**src/rtl/xorshift_plus_gen_if.sv**
```systemverilog
// ---------------------------------------------------------------------------
// xorshift_plus_gen_if
// Output handshake bundle of the xorshift128+ generator.
//   out_data  : current random word (producer -> consumer)
//   out_valid : out_data is a deliverable word (producer -> consumer)
//   out_ready : consumer accepts out_data this cycle (consumer -> producer)
// master modport is the generator side, slave modport the consumer side.
// ---------------------------------------------------------------------------
interface xorshift_plus_gen_if #(
  parameter int WIDTH = 64
) ();
  logic [WIDTH-1:0] out_data;
  logic             out_valid;
  logic             out_ready;

  modport master (
    output out_data,
    output out_valid,
    input  out_ready
  );

  modport slave (
    input  out_data,
    input  out_valid,
    output out_ready
  );
endinterface

```
**src/rtl/xorshift_plus_gen.sv**
```systemverilog
// ---------------------------------------------------------------------------
// xorshift_plus_gen
// Parametrised xorshift128+ word generator with warm-up discard, zero-seed
// protection, valid/ready output and a saturating delivered-word counter.
//
// Ports:
//   clk         : clock, all state updates on the rising edge
//   rst         : asynchronous, active-high reset
//   seed0/seed1 : seed values for state0/state1
//   seed_load   : load seeds this cycle (priority over everything but rst)
//   out_if      : master side of the output handshake (out_data, out_valid,
//                 out_ready)
//   busy        : high while warm-up advances are being discarded
//   draw_count  : words delivered since the last load, saturating
// ---------------------------------------------------------------------------
module xorshift_plus_gen #(
  parameter int          WIDTH    = 64,
  parameter int          SHIFT_A  = 23,
  parameter int          SHIFT_B  = 18,
  parameter int          SHIFT_C  = 5,
  parameter int          WARMUP   = 16,
  parameter logic [63:0] ZERO_SUB = 64'h9E3779B97F4A7C15,
  parameter int          CNT_W    = 32
) (
  input  logic                   clk,
  input  logic                   rst,
  input  logic [WIDTH-1:0]       seed0,
  input  logic [WIDTH-1:0]       seed1,
  input  logic                   seed_load,
  xorshift_plus_gen_if.master    out_if,
  output logic                   busy,
  output logic [CNT_W-1:0]       draw_count
);

  // Warm-up counter only needs to reach WARMUP-1; keep at least one bit so
  // the WARMUP = 0 build still elaborates (the counter is then unused logic).
  localparam int             WU_W    = (WARMUP > 1) ? $clog2(WARMUP) : 1;
  localparam logic [WU_W-1:0] WU_LAST = WU_W'((WARMUP > 0) ? (WARMUP - 1) : 0);
  localparam logic [WIDTH-1:0] ZSUB  = WIDTH'(ZERO_SUB);

  typedef enum logic [1:0] {
    S_IDLE = 2'd0,
    S_WARM = 2'd1,
    S_RUN  = 2'd2
  } state_t;

  // One xorshift128+ advance; returns {state0', state1'}.
  function automatic logic [2*WIDTH-1:0] xs_step(
    input logic [WIDTH-1:0] st0,
    input logic [WIDTH-1:0] st1
  );
    logic [WIDTH-1:0] s0;
    logic [WIDTH-1:0] s1;
    s1 = st0;
    s0 = st1;
    s1 = s1 ^ (s1 << SHIFT_A);
    return {s0, s1 ^ s0 ^ (s1 >> SHIFT_B) ^ (s0 >> SHIFT_C)};
  endfunction

  // Saturating increment: holds at all-ones.
  function automatic logic [CNT_W-1:0] sat_inc(input logic [CNT_W-1:0] c);
    return (&c) ? c : (c + 1'b1);
  endfunction

  state_t           state_q;
  state_t           state_d;
  logic [WU_W-1:0]  warm_cnt_q;
  logic [WIDTH-1:0] st0_p0;
  logic [WIDTH-1:0] st1_p0;
  logic [WIDTH-1:0] data_p0;
  logic [CNT_W-1:0] cnt_p0;

  logic             adv_en;
  logic             cnt_en;
  logic             warm_en;
  logic             valid_c;
  logic             busy_c;

  logic [2*WIDTH-1:0] nxt;
  logic [WIDTH-1:0]   nxt0;
  logic [WIDTH-1:0]   nxt1;
  logic               seeds_zero;
  logic [WIDTH-1:0]   ld0;
  logic [WIDTH-1:0]   ld1;

  assign nxt        = xs_step(st0_p0, st1_p0);
  assign nxt0       = nxt[2*WIDTH-1:WIDTH];
  assign nxt1       = nxt[WIDTH-1:0];

  // An all-zero state is a fixed point of the step, so it is never loaded.
  assign seeds_zero = ~(|seed0) & ~(|seed1);
  assign ld0        = seeds_zero ? ZSUB : seed0;
  assign ld1        = seeds_zero ? '0   : seed1;

  // Control: FSM register
  always_ff @(posedge clk or posedge rst) begin
    if (rst) begin
      state_q <= S_IDLE;
    end else begin
      state_q <= state_d;
    end
  end

  // Control: next state and per-cycle enables; a load overrides everything.
  always_comb begin
    state_d = state_q;
    adv_en  = 1'b0;
    cnt_en  = 1'b0;
    warm_en = 1'b0;
    valid_c = 1'b0;
    busy_c  = 1'b0;
    case (state_q)
      S_IDLE: begin
        state_d = S_IDLE;
      end
      S_WARM: begin
        busy_c  = 1'b1;
        adv_en  = 1'b1;
        warm_en = 1'b1;
        if (warm_cnt_q == WU_LAST) begin
          state_d = S_RUN;
        end
      end
      S_RUN: begin
        valid_c = 1'b1;
        adv_en  = out_if.out_ready;
        cnt_en  = out_if.out_ready;
      end
      default: begin
        state_d = S_IDLE;
      end
    endcase
    if (seed_load) begin
      adv_en  = 1'b0;
      cnt_en  = 1'b0;
      warm_en = 1'b0;
      state_d = (WARMUP > 0) ? S_WARM : S_RUN;
    end
  end

  // Control: warm-up advance counter
  always_ff @(posedge clk or posedge rst) begin
    if (rst) begin
      warm_cnt_q <= '0;
    end else if (seed_load) begin
      warm_cnt_q <= '0;
    end else if (warm_en) begin
      warm_cnt_q <= warm_cnt_q + 1'b1;
    end
  end

  // Stage p0: generator state, registered output word and delivered count
  always_ff @(posedge clk or posedge rst) begin
    if (rst) begin
      st0_p0  <= '0;
      st1_p0  <= '0;
      data_p0 <= '0;
      cnt_p0  <= '0;
    end else if (seed_load) begin
      st0_p0  <= ld0;
      st1_p0  <= ld1;
      data_p0 <= ld0 + ld1;
      cnt_p0  <= '0;
    end else begin
      if (adv_en) begin
        st0_p0  <= nxt0;
        st1_p0  <= nxt1;
        data_p0 <= nxt0 + nxt1;
      end
      if (cnt_en) begin
        cnt_p0 <= sat_inc(cnt_p0);
      end
    end
  end

  assign out_if.out_data  = data_p0;
  assign out_if.out_valid = valid_c;
  assign busy             = busy_c;
  assign draw_count       = cnt_p0;

endmodule
```
**src/flat_wrapper.sv**
```systemverilog
// flat-port wrapper written by rule: the top's interface ports become plain ports
module xorshift_plus_gen_flat 
#(
  parameter int          WIDTH    = 64,
  parameter int          SHIFT_A  = 23,
  parameter int          SHIFT_B  = 18,
  parameter int          SHIFT_C  = 5,
  parameter int          WARMUP   = 16,
  parameter logic [63:0] ZERO_SUB = 64'h9E3779B97F4A7C15,
  parameter int          CNT_W    = 32
)
  (clk, rst, seed0, seed1, seed_load, busy, draw_count, out_if_out_data, out_if_out_valid, out_if_out_ready);
  xorshift_plus_gen_if #(.WIDTH(WIDTH)) out_if_i ();
  input  logic clk;
  input  logic rst;
  input  logic [WIDTH-1:0] seed0;
  input  logic [WIDTH-1:0] seed1;
  input  logic seed_load;
  output logic busy;
  output logic [CNT_W-1:0] draw_count;
  output wire logic [$bits(out_if_i.out_data)-1:0] out_if_out_data;
  output wire logic [$bits(out_if_i.out_valid)-1:0] out_if_out_valid;
  input wire logic [$bits(out_if_i.out_ready)-1:0] out_if_out_ready;
  assign out_if_out_data = out_if_i.out_data;
  assign out_if_out_valid = out_if_i.out_valid;
  assign out_if_i.out_ready = out_if_out_ready;
  xorshift_plus_gen #(.WIDTH(WIDTH), .SHIFT_A(SHIFT_A), .SHIFT_B(SHIFT_B), .SHIFT_C(SHIFT_C), .WARMUP(WARMUP), .ZERO_SUB(ZERO_SUB), .CNT_W(CNT_W)) u_core (.clk(clk), .rst(rst), .seed0(seed0), .seed1(seed1), .seed_load(seed_load), .out_if(out_if_i), .busy(busy), .draw_count(draw_count));
endmodule
```
**config.mk**
```make
export PLATFORM = sky130hd
export DESIGN_NAME = xorshift_plus_gen_flat
export DESIGN_NICKNAME = d
export VERILOG_FILES = /design/src/rtl/xorshift_plus_gen_if.sv /design/src/rtl/xorshift_plus_gen.sv /design/src/flat_wrapper.sv
export SDC_FILE = /design/constraint.sdc
export NUM_CORES = 1
export LEC_CHECK = 0
export CORE_ASPECT_RATIO = 0.9
export CORE_UTILIZATION = 53
export DETAILED_ROUTE_END_ITERATION = 10
export GPL_TIMING_DRIVEN = 0
export PLACE_DENSITY_LB_ADDON = 0.15
export SLEW_MARGIN = 10
export SYNTH_ARGS = -nofsm -noshare
export SYNTH_HDL_FRONTEND = slang
export SYNTH_SLANG_ARGS = --single-unit
export TNS_END_PERCENT = 5
```
**constraint.sdc**
```tcl
create_clock -name clk -period 7.59 [get_ports clk]
set_input_delay 1.518 -clock clk [delete_from_list [all_inputs] [get_ports clk]]
set_output_delay 1.518 -clock clk [all_outputs]
set_load 0.02 [all_outputs]
```
# Yosys cells after proc, flatten, opt, wreduce, memory -nomap -nowiden
# Cells that the tools add are included.
[totals]
ff_bits = 230
inputBits = 132
wordCells = 54
[op_classes]
addsub = 4
eq_ne = 6
muxes = 23
bitwise = 7
reduce_logical = 8
[ops]
columns = ["op", "n"]
rows = [
  ["64-bit two-way mux", 8],
  ["64-bit adder", 2],
  ["64-bit OR reduction", 2],
  ["64-bit bitwise XOR", 2],
  ["32-bit two-way mux", 3],
  ["64-bit by 46-bit bitwise XOR with 64-bit output", 1],
  ["64-bit by 59-bit bitwise XOR with 64-bit output", 1],
  ["32-bit by 1-bit adder with 32-bit output (second input constant)", 1],
  ["32-bit AND reduction", 1],
  ["4-bit two-way mux", 2],
  ["1-bit two-way mux", 6],
  ["2-bit nonzero test", 3],
  ["4-bit by 1-bit adder with 4-bit output (second input constant)", 1],
  ["4-bit equality test (second input constant)", 1],
  ["2-bit two-way mux", 2],
  ["2-bit != test (second input constant)", 2],
  ["2-bit one-hot mux with 2 select lines", 1],
  ["2-bit AND reduction", 2],
  ["3-bit by 2-bit != test with 1-bit output (second input constant)", 1],
  ["2-bit by 1-bit equality test with 1-bit output (second input constant)", 1],
  ["2-bit equality test (second input constant)", 1],
  ["1-bit NOT", 2],
  ["1-bit one-hot mux with 2 select lines", 1],
  ["1-bit bitwise AND", 1],
]

# Longest topological paths before layout
# Gate-level depths: netlist of run 1.
[logic_depth]
ltp_word = 7
ltp_mapped = 19
mapped_depth_nobuf = 17

# Worst setup path before layout of run 1
# No wires, ideal clock.
[synth_timing]
path_type = "in2reg"
start = "input port seed1[0]"
end = "register u_core.data_p0[63], in the netlist u_core.out_if.out_data[63]"
t_arrival_ns = 5.147
path_slack_ns = 2.319
stages = 18
cell_sequence = "nor4_1 > nand4_1 > nor4_1 > nand2_1 > clkbuf_1 > clkbuf_1 > nand2b_1 > ha_1 > and3_1 > a221o_2 > a211oi_4 > nor4_2 > o41ai_1 > and2_4 > or2_1 > o41ai_2 > xnor2_1 > a211o_1"
[synth_via]
elab_chain_len = 6
[synth_rtl]
columns = ["item", "line", "rtl"]
rows = [
  ["start, declared", "flat_wrapper.sv:17", "input logic [WIDTH-1:0] seed1;"],
  ["64-bit OR reduction", "xorshift_plus_gen.sv:91", "assign seeds_zero = ~(|seed0) & ~(|seed1);"],
  ["1-bit NOT", "xorshift_plus_gen.sv:91", ""],
  ["1-bit bitwise AND", "xorshift_plus_gen.sv:91", ""],
  ["64-bit two-way mux (on tied branches)", "xorshift_plus_gen.sv:92, xorshift_plus_gen.sv:93", ""],
  ["64-bit adder (*)", "xorshift_plus_gen.sv:162", "data_p0 <= ld0 + ld1;"],
  ["64-bit two-way mux (*)", "xorshift_plus_gen.sv:159", "end else if (seed_load) begin"],
  ["end signal, assigned", "xorshift_plus_gen.sv:162", ""],
  ["end signal, assigned", "xorshift_plus_gen.sv:168", "data_p0 <= nxt0 + nxt1;"],
  ["end, declared", "xorshift_plus_gen.sv:70", "logic [WIDTH-1:0] data_p0;"],
]
# Every way passes the cells marked *; elsewhere a longest branch is shown, timed or not.
# A chain may end at the register's enable or synchronous reset.

# Final worst setup path of run 1
[layout_timing]
start = "input port seed0[5]"
end = "register u_core.data_p0[58], in the netlist u_core.out_if.out_data[58]"
[layout_via]
elab_chain_len = 6
[layout_rtl]
columns = ["item", "line", "rtl"]
rows = [
  ["start, declared", "flat_wrapper.sv:16", "input logic [WIDTH-1:0] seed0;"],
  ["64-bit OR reduction", "xorshift_plus_gen.sv:91", ""],
  ["1-bit NOT", "xorshift_plus_gen.sv:91", ""],
  ["1-bit bitwise AND", "xorshift_plus_gen.sv:91", ""],
  ["64-bit two-way mux (on tied branches)", "xorshift_plus_gen.sv:92, xorshift_plus_gen.sv:93", ""],
  ["64-bit adder (*)", "xorshift_plus_gen.sv:162", ""],
  ["64-bit two-way mux (*)", "xorshift_plus_gen.sv:159", ""],
]
# Marks and branches as above.

==> results of run 1 <==
==> through the flow <==
step	hold WS (ps)	utilization, %	TNS, ps
after global routing	544	65.2	0
after detailed placement	497	62.5	-2650
after CTS	519	65.1	0
after global placement	496	62.2	-2650
after floorplan	505	-	0
final	523	65.2	0
==> per-layer routing <==
layer / vias to the layer above / track usage (%)
met3: 245 / 20.1
li1: 9458 / -
met2: 1606 / 62.3
met1: 10400 / 64.4
met4: 6 / 16.7
met5: - / 0
==> flip-flops by register name, indices dropped and copies added (netlist names) <==
name and flops:
u_core.out_if.out_data 64, u_core.warm_cnt_q 4, u_core.nxt0 64, u_core.state_q 2, u_core.draw_count 32, u_core.st0_p0 64
==> final cells by class <==
cell class	instances	area, µm²	share of cell area [%]
repair buffers	235	2420	9.87
clock buffers	41	840	3.42
inverters	39	150	0.612
clock inverters	11	135	0.550
flip-flops and latches	230	5760	23.4
plain buffers	217	833	3.39
diodes	2	5.00	0.0204
multi-input cells	2044	13800	56.2
well taps	483	604	2.46
==> cells by family after synthesis <==
| logic type | after synthesis |
|---|---|
| buffers and inverters | 256 |
| xor gates and xnor gates | 355 |
| AOI/OAI and AO/OA | 699 |
| and+or+nand+nor | 732 |
| muxes | 127 |
| adders and majority gates | 131 |
| DFF | 230 |
==> final timing paths <==
| check | start | to | slack, ps |
|---|---|---|---|
| setup / recovery | seed0[5] | u_core.out_if.out_data[58] | 20 |
| hold / removal | u_core.out_if.out_data[58] | u_core.out_if.out_data[58] | 520 |
| setup reg to reg | u_core.st0_p0[18] | u_core.out_if.out_data[57] | 2670 |
| hold reg to reg | u_core.out_if.out_data[58] | u_core.out_if.out_data[58] | 520 |
| max in group asynchronous | rst | u_core.nxt0[58] | 4750 |
| min in group asynchronous | rst | u_core.out_if.out_data[10] | 1340 |
==> layout by cell type, fill, tap and decap left out, types with 28 or more instances in the layout <==
cell / synthesis / layout
nand2_1: 295 / 295
xnor2_1: 241 / 241
dfrtp_1: 230 / 230
clkdlybuf4s50_1: 0 / 228
o21ai_0: 222 / 222
clkbuf_1: 190 / 194
a21oi_1: 192 / 192
nor2_1: 159 / 159
ha_1: 129 / 129
mux2i_1: 122 / 122
xor2_1: 114 / 114
a21o_1: 59 / 59
nand4_1: 41 / 41
nand2b_1: 41 / 41
a211oi_1: 40 / 40
nor4_1: 43 / 40
a31oi_1: 39 / 39
inv_1: 39 / 38
nand3_1: 38 / 38
o21bai_1: 30 / 30
clkbuf_16: 0 / 28
==> timing repair <==
item | in CTS | in global routing
setup endpoints to repair | 0 | 12
buffers inserted | 0 | 0
gates resized for setup | 0 | 3
==> Yosys cell counts (38+ instances only) <==
library cell  count  area share, %
nand2b_1         41            1.3
nor2_1          159            2.9
xnor2_1         241             10
nand4_1          41            1.3
nand2_1         295            5.4
clkbuf_1        190            3.5
a21o_1           59            2.2
a31oi_1          39            1.2
inv_1            39           0.71
dfrtp_1         230             28
nand3_1          38           0.93
xor2_1          114            4.9
mux2i_1         122            6.0
a21oi_1         192            4.7
a211oi_1         40            1.5
o21ai_0         222            5.4
ha_1            129            7.9
nor4_1           43            1.3
==> flow_summary.ini, run 1 <==
[outcome]
status = finished clean

[setup_path]
start_kind = primary input
r2r_cells = 14
crit_family = simple AND/OR/NAND/NOR gates
critical_path_buf_inv_count = 3
path_class = primary input to register
cp_cell_sequence = clkdlybuf4s50_1, nor4_1, nand4_1, nor4_1, nand2_1, clkbuf_1, clkbuf_1, nand2b_1, ha_1, a211oi_1, o21a_1, nor4bb_1, o211a_1, o31a_1, o21ai_0, o31ai_1, xor2_1, a32o_1, a31o_2
cp_max_fo = 10
cpMaxStageDelayCell = nor4_1
setup.worst_path.end_class = register
arrival_ps = 8050
cp_num_cells = 19
worst_ep_required_time_ps = 8070
slowest_delay_ps = 840

[finish]
syn2layout_area_growth_pct = 19.7
fillers = 3246
stdcell_count = 3302
fin_nets = 3058
drive_gt1_share_pct = 3.80
finalInstanceArea_um2 = 24500

[die]
design.core.area_um2 = 37600
die_h_um = 189
dieArea_um2 = 39500
start_util_pct = 54.5
die_w_um = 209
std_cell_rows = 67
io_pins = 230

[detailed_routing]
firstDrtPassIters = 8
drc = 0
viasPerCell = 6.58
top_layer_used = met5
drt_iter0_drc = 3152
drtAntennaViolNets = 0
dr_wl_met2_um = 35500
drt-total-wl_um = 93100
wl_per_cell_um = 28.2
vias = 21700
wl_met3_um = 14900
wl_met1_um = 38400

[global_route]
track_usage_pct = 46.2
grt_max_degree = 37
grt_pass1_wl_um = 133000
grt_overflow = 0
antenna_found_initial = 5
first_global_vias = 20500

[synth]
ys_types = 80
yosys.area_share.simple_pct = 16.7
syn_inst = 2530
yosys_warnings = 0
synth-seq-cells = 230
avgSynthCellArea_um2 = 8.11
synth_top_family_by_area = compound AO/OA/AOI/OAI gates
synth_flop_cell = dfrtp_1
synth_mux_area_share_pct = 6.23
yosysSeqAreaShare_pct = 28.1
synthArstFlopShare_pct = 100
synth_fa_ha_area_share_pct = 8.06
syn_nets = 2793
netlist_area_um2 = 20500
synth_edf_count = 0
synth_compound_area_share_pct = 21.0
yosys.area_share.xor_xnor_pct = 15.2

[sta]
relSlewSlack_pct = 6.22
rsz0062_at_grt = no
max_freq_mhz = 132
worst_pin_slew_ps = 1410
fin_worst_skew_ps = 28.1
fin_crit_sh_pct = 99.7
fin_crit_ps = 7570
finalSetupViolations = 0
slew_viol_final = 0
hold_violations = 0
final.setup.worst_slack_ps = 24.7

[clock_tree]
root_buffer = clkbuf_16
hold_buffers = 0
clkSlewWorstSetupHoldPaths_ps = 60
clock_sinks = 230
cts_buffer_depth = 3
cts_buffers = 28
cts_max_level = 1
cts_tree = done
clock_latency_ps = 590

[worst_hold_path]
hold_path_class = register to register
hold_depth = 1

[place]
io_buffers = 228
dpl-instance-area_um2 = 23500
pre_cts_ws_ps = -422
place_congestion = 1.05
placedCellCount = 3248
hpwlAfterDp_um = 76400

[run]
maxCapViolCount = 0
Power of run 1 is not shown: default switching activity piles up to over one toggle a cycle in this logic, so the estimate is an artifact.
==> run 2, diff against run 1 <==
ABC_CLOCK_PERIOD_IN_PS = 7590   (was unset)
CORE_MARGIN = 3   (was unset)
==> run 2 against run 1 <==
  * Global-route usage is 2.9 points lower
  * The flow now finishes with violations (negative setup slack)
  * Register-to-register slack hardly changed
  * Die area rose by 4.1%
  * Critical path depth stayed put
  * Cell area about the same
  * Sequential cell count unchanged
  * Highest routed layer unchanged
  * Clock-buffer cell count down 6
  * Fmax fell by 0.70%
==> flow_summary.ini, run 2 (same netlist as run 1, synthesis figures left out) <==
[die]
start_util_pct = 54.4
design.core.area_um2 = 37700
dieArea_um2 = 41100
std_cell_rows = 67
io_pins = 230
die_w_um = 213
die_h_um = 193

[sta]
slew_viol_final = 0
fin_crit_ps = 7620
finalSetupViolations = 1
fin_crit_sh_pct = 100
rsz0062_at_grt = no
fin_worst_skew_ps = 19.0
final.setup.worst_slack_ps = -28.6
worst_hold_slack_ps = 559
relSlewSlack_pct = 23.3
worst_pin_slew_ps = 1150
max_freq_mhz = 131
hold_violations = 0

[outcome]
violations = negative setup slack
status = finished, violations left

[detailed_routing]
wl_per_cell_um = 27.7
firstDrtPassIters = 6
drtAntennaViolNets = 0
vias = 21600
drt_iter0_drc = 3139
drc = 0
viasPerCell = 6.55
drt-total-wl_um = 91200

[setup_path]
worst_ep_required_time_ps = 8030
cp_max_fo = 10
reg2reg_slack_ps = 2660
r2r_cells = 14
path_class = primary input to register
arrival_ps = 8060
rr_endpoint = u_core.out_if.out_data[57]
setup.worst_path.end_class = register
reg2reg_from = u_core.st0_p0[22]
start_kind = primary input

[global_route]
track_usage_pct = 43.3
first_global_vias = 20000
antenna_found_initial = 3
grt_pass1_wl_um = 130000
grt_overflow = 0
grt_max_degree = 40

[worst_hold_path]
min_to = u_core.out_if.out_data[58]
hold_depth = 1
hold_path_class = register to register
worstHoldStart = u_core.out_if.out_data[58]

[place]
io_buffers = 228
hpwlAfterDp_um = 75400
place_congestion = 1.11
dpl-instance-area_um2 = 23500

[finish]
multi_input_area_um2 = 13800
seqCellArea_um2 = 5760
most-common-layout-cells = 295 x nand2_1, 241 x xnor2_1, 230 x dfrtp_1, 228 x clkdlybuf4s50_1, 222 x o21ai_0
drive_gt1_share_pct = 3.77
finalInstanceArea_um2 = 24500
fin_nets = 3057
final_common_cell = nand2_1
fillers = 3328
syn2layout_area_growth_pct = 19.6

[clock_tree]
root_buffer = clkbuf_16
cts_max_level = 1
cts_tree = done
clock_latency_ps = 600
clock_sinks = 230
clkSlewWorstSetupHoldPaths_ps = 70
cts_setup_buffers = 0
cts_buffer_depth = 3
cts_buffers = 27

[run]
maxCapViolCount = 0
## run 2: changes by cell type in the layout (fill, tap and decap cells not counted)
| cell | delta |
|---|---|
| nor4_2 | +1 |
| clkinv_2 | +1 |
| bufinv_16 | +2 |
| clkinv_8 | -1 |
| nor4_1 | -1 |
| o31ai_2 | +1 |
| inv_6 | +1 |
| clkinv_4 | -1 |
| clkbuf_16 | -1 |
| o31ai_1 | -1 |
| diode_2 | -1 |
| clkbuf_8 | -5 |
| inv_16 | +1 |
## run 2: what timing repair did
item	in CTS	in global routing
hold buffers	0	0
resized for setup	2	4
setup endpoints to repair	11	11
## run 2: worst max path at each step
stage / start / endpoint
after floorplan: seed1[0] / u_core.out_if.out_data[63]
after global placement: seed0[1] / u_core.out_if.out_data[55]
after detailed placement: seed0[1] / u_core.out_if.out_data[51]
after CTS: seed0[9] / u_core.out_if.out_data[51]
after global routing: seed0[1] / u_core.out_if.out_data[58]
final: seed1[59] / u_core.out_if.out_data[42]
## run 2: per-layer routing
metal  track usage (%)  vias to the layer above  part of all wire, %
li1                  -                     9447                    -
met1              61.7                    10400                   41
met2              59.1                     1591                   39
met3              17.8                      226                   16
met4              14.2                        2                  4.5
met5                 0                        -                0.014
## run 2: layout make-up
type                    count  share of cell area, %
plain buffers             217                   3.40
inverters                  39                  0.612
clock inverters            14                  0.831
flip-flops and latches    230                   23.5
clock buffers              35                   3.04
diodes                      1                 0.0102
repair buffers            235                   9.87
well taps                 483                   2.46
multi-input cells        2044                   56.3
## run 2: stage by stage
step / instances / setup WS, ps / TNS (ps) / utilization, %
floorplan: 2530 / 2320 / 0 / -
global placement: 3241 / -944 / -16320 / 62.0
detailed placement: 3248 / -885 / -13850 / 62.4
CTS: 3297 / 79.9 / 0 / 65.0
global route: 3297 / 30.5 / 0 / 65.0
finish: 3298 / -28.6 / -28.6 / 65.0
## run 2: critical path, stage by stage
cell and delay (ps):
clkdlybuf4s50_1 630, nor4_1 870, nand4_1 260, nor4_1 340, nand2_1 140, clkbuf_1 350, clkbuf_1 470, nand2b_1 230
ha_1 240, a211oi_1 150, o21a_1 250, nor4bb_1 790, o21a_1 220, o21bai_1 130, a21oi_1 430, a31oi_1 250
o21ai_0 310, xnor2_1 330, o21ai_0 140
Power of run 2 is left out for the same reason.
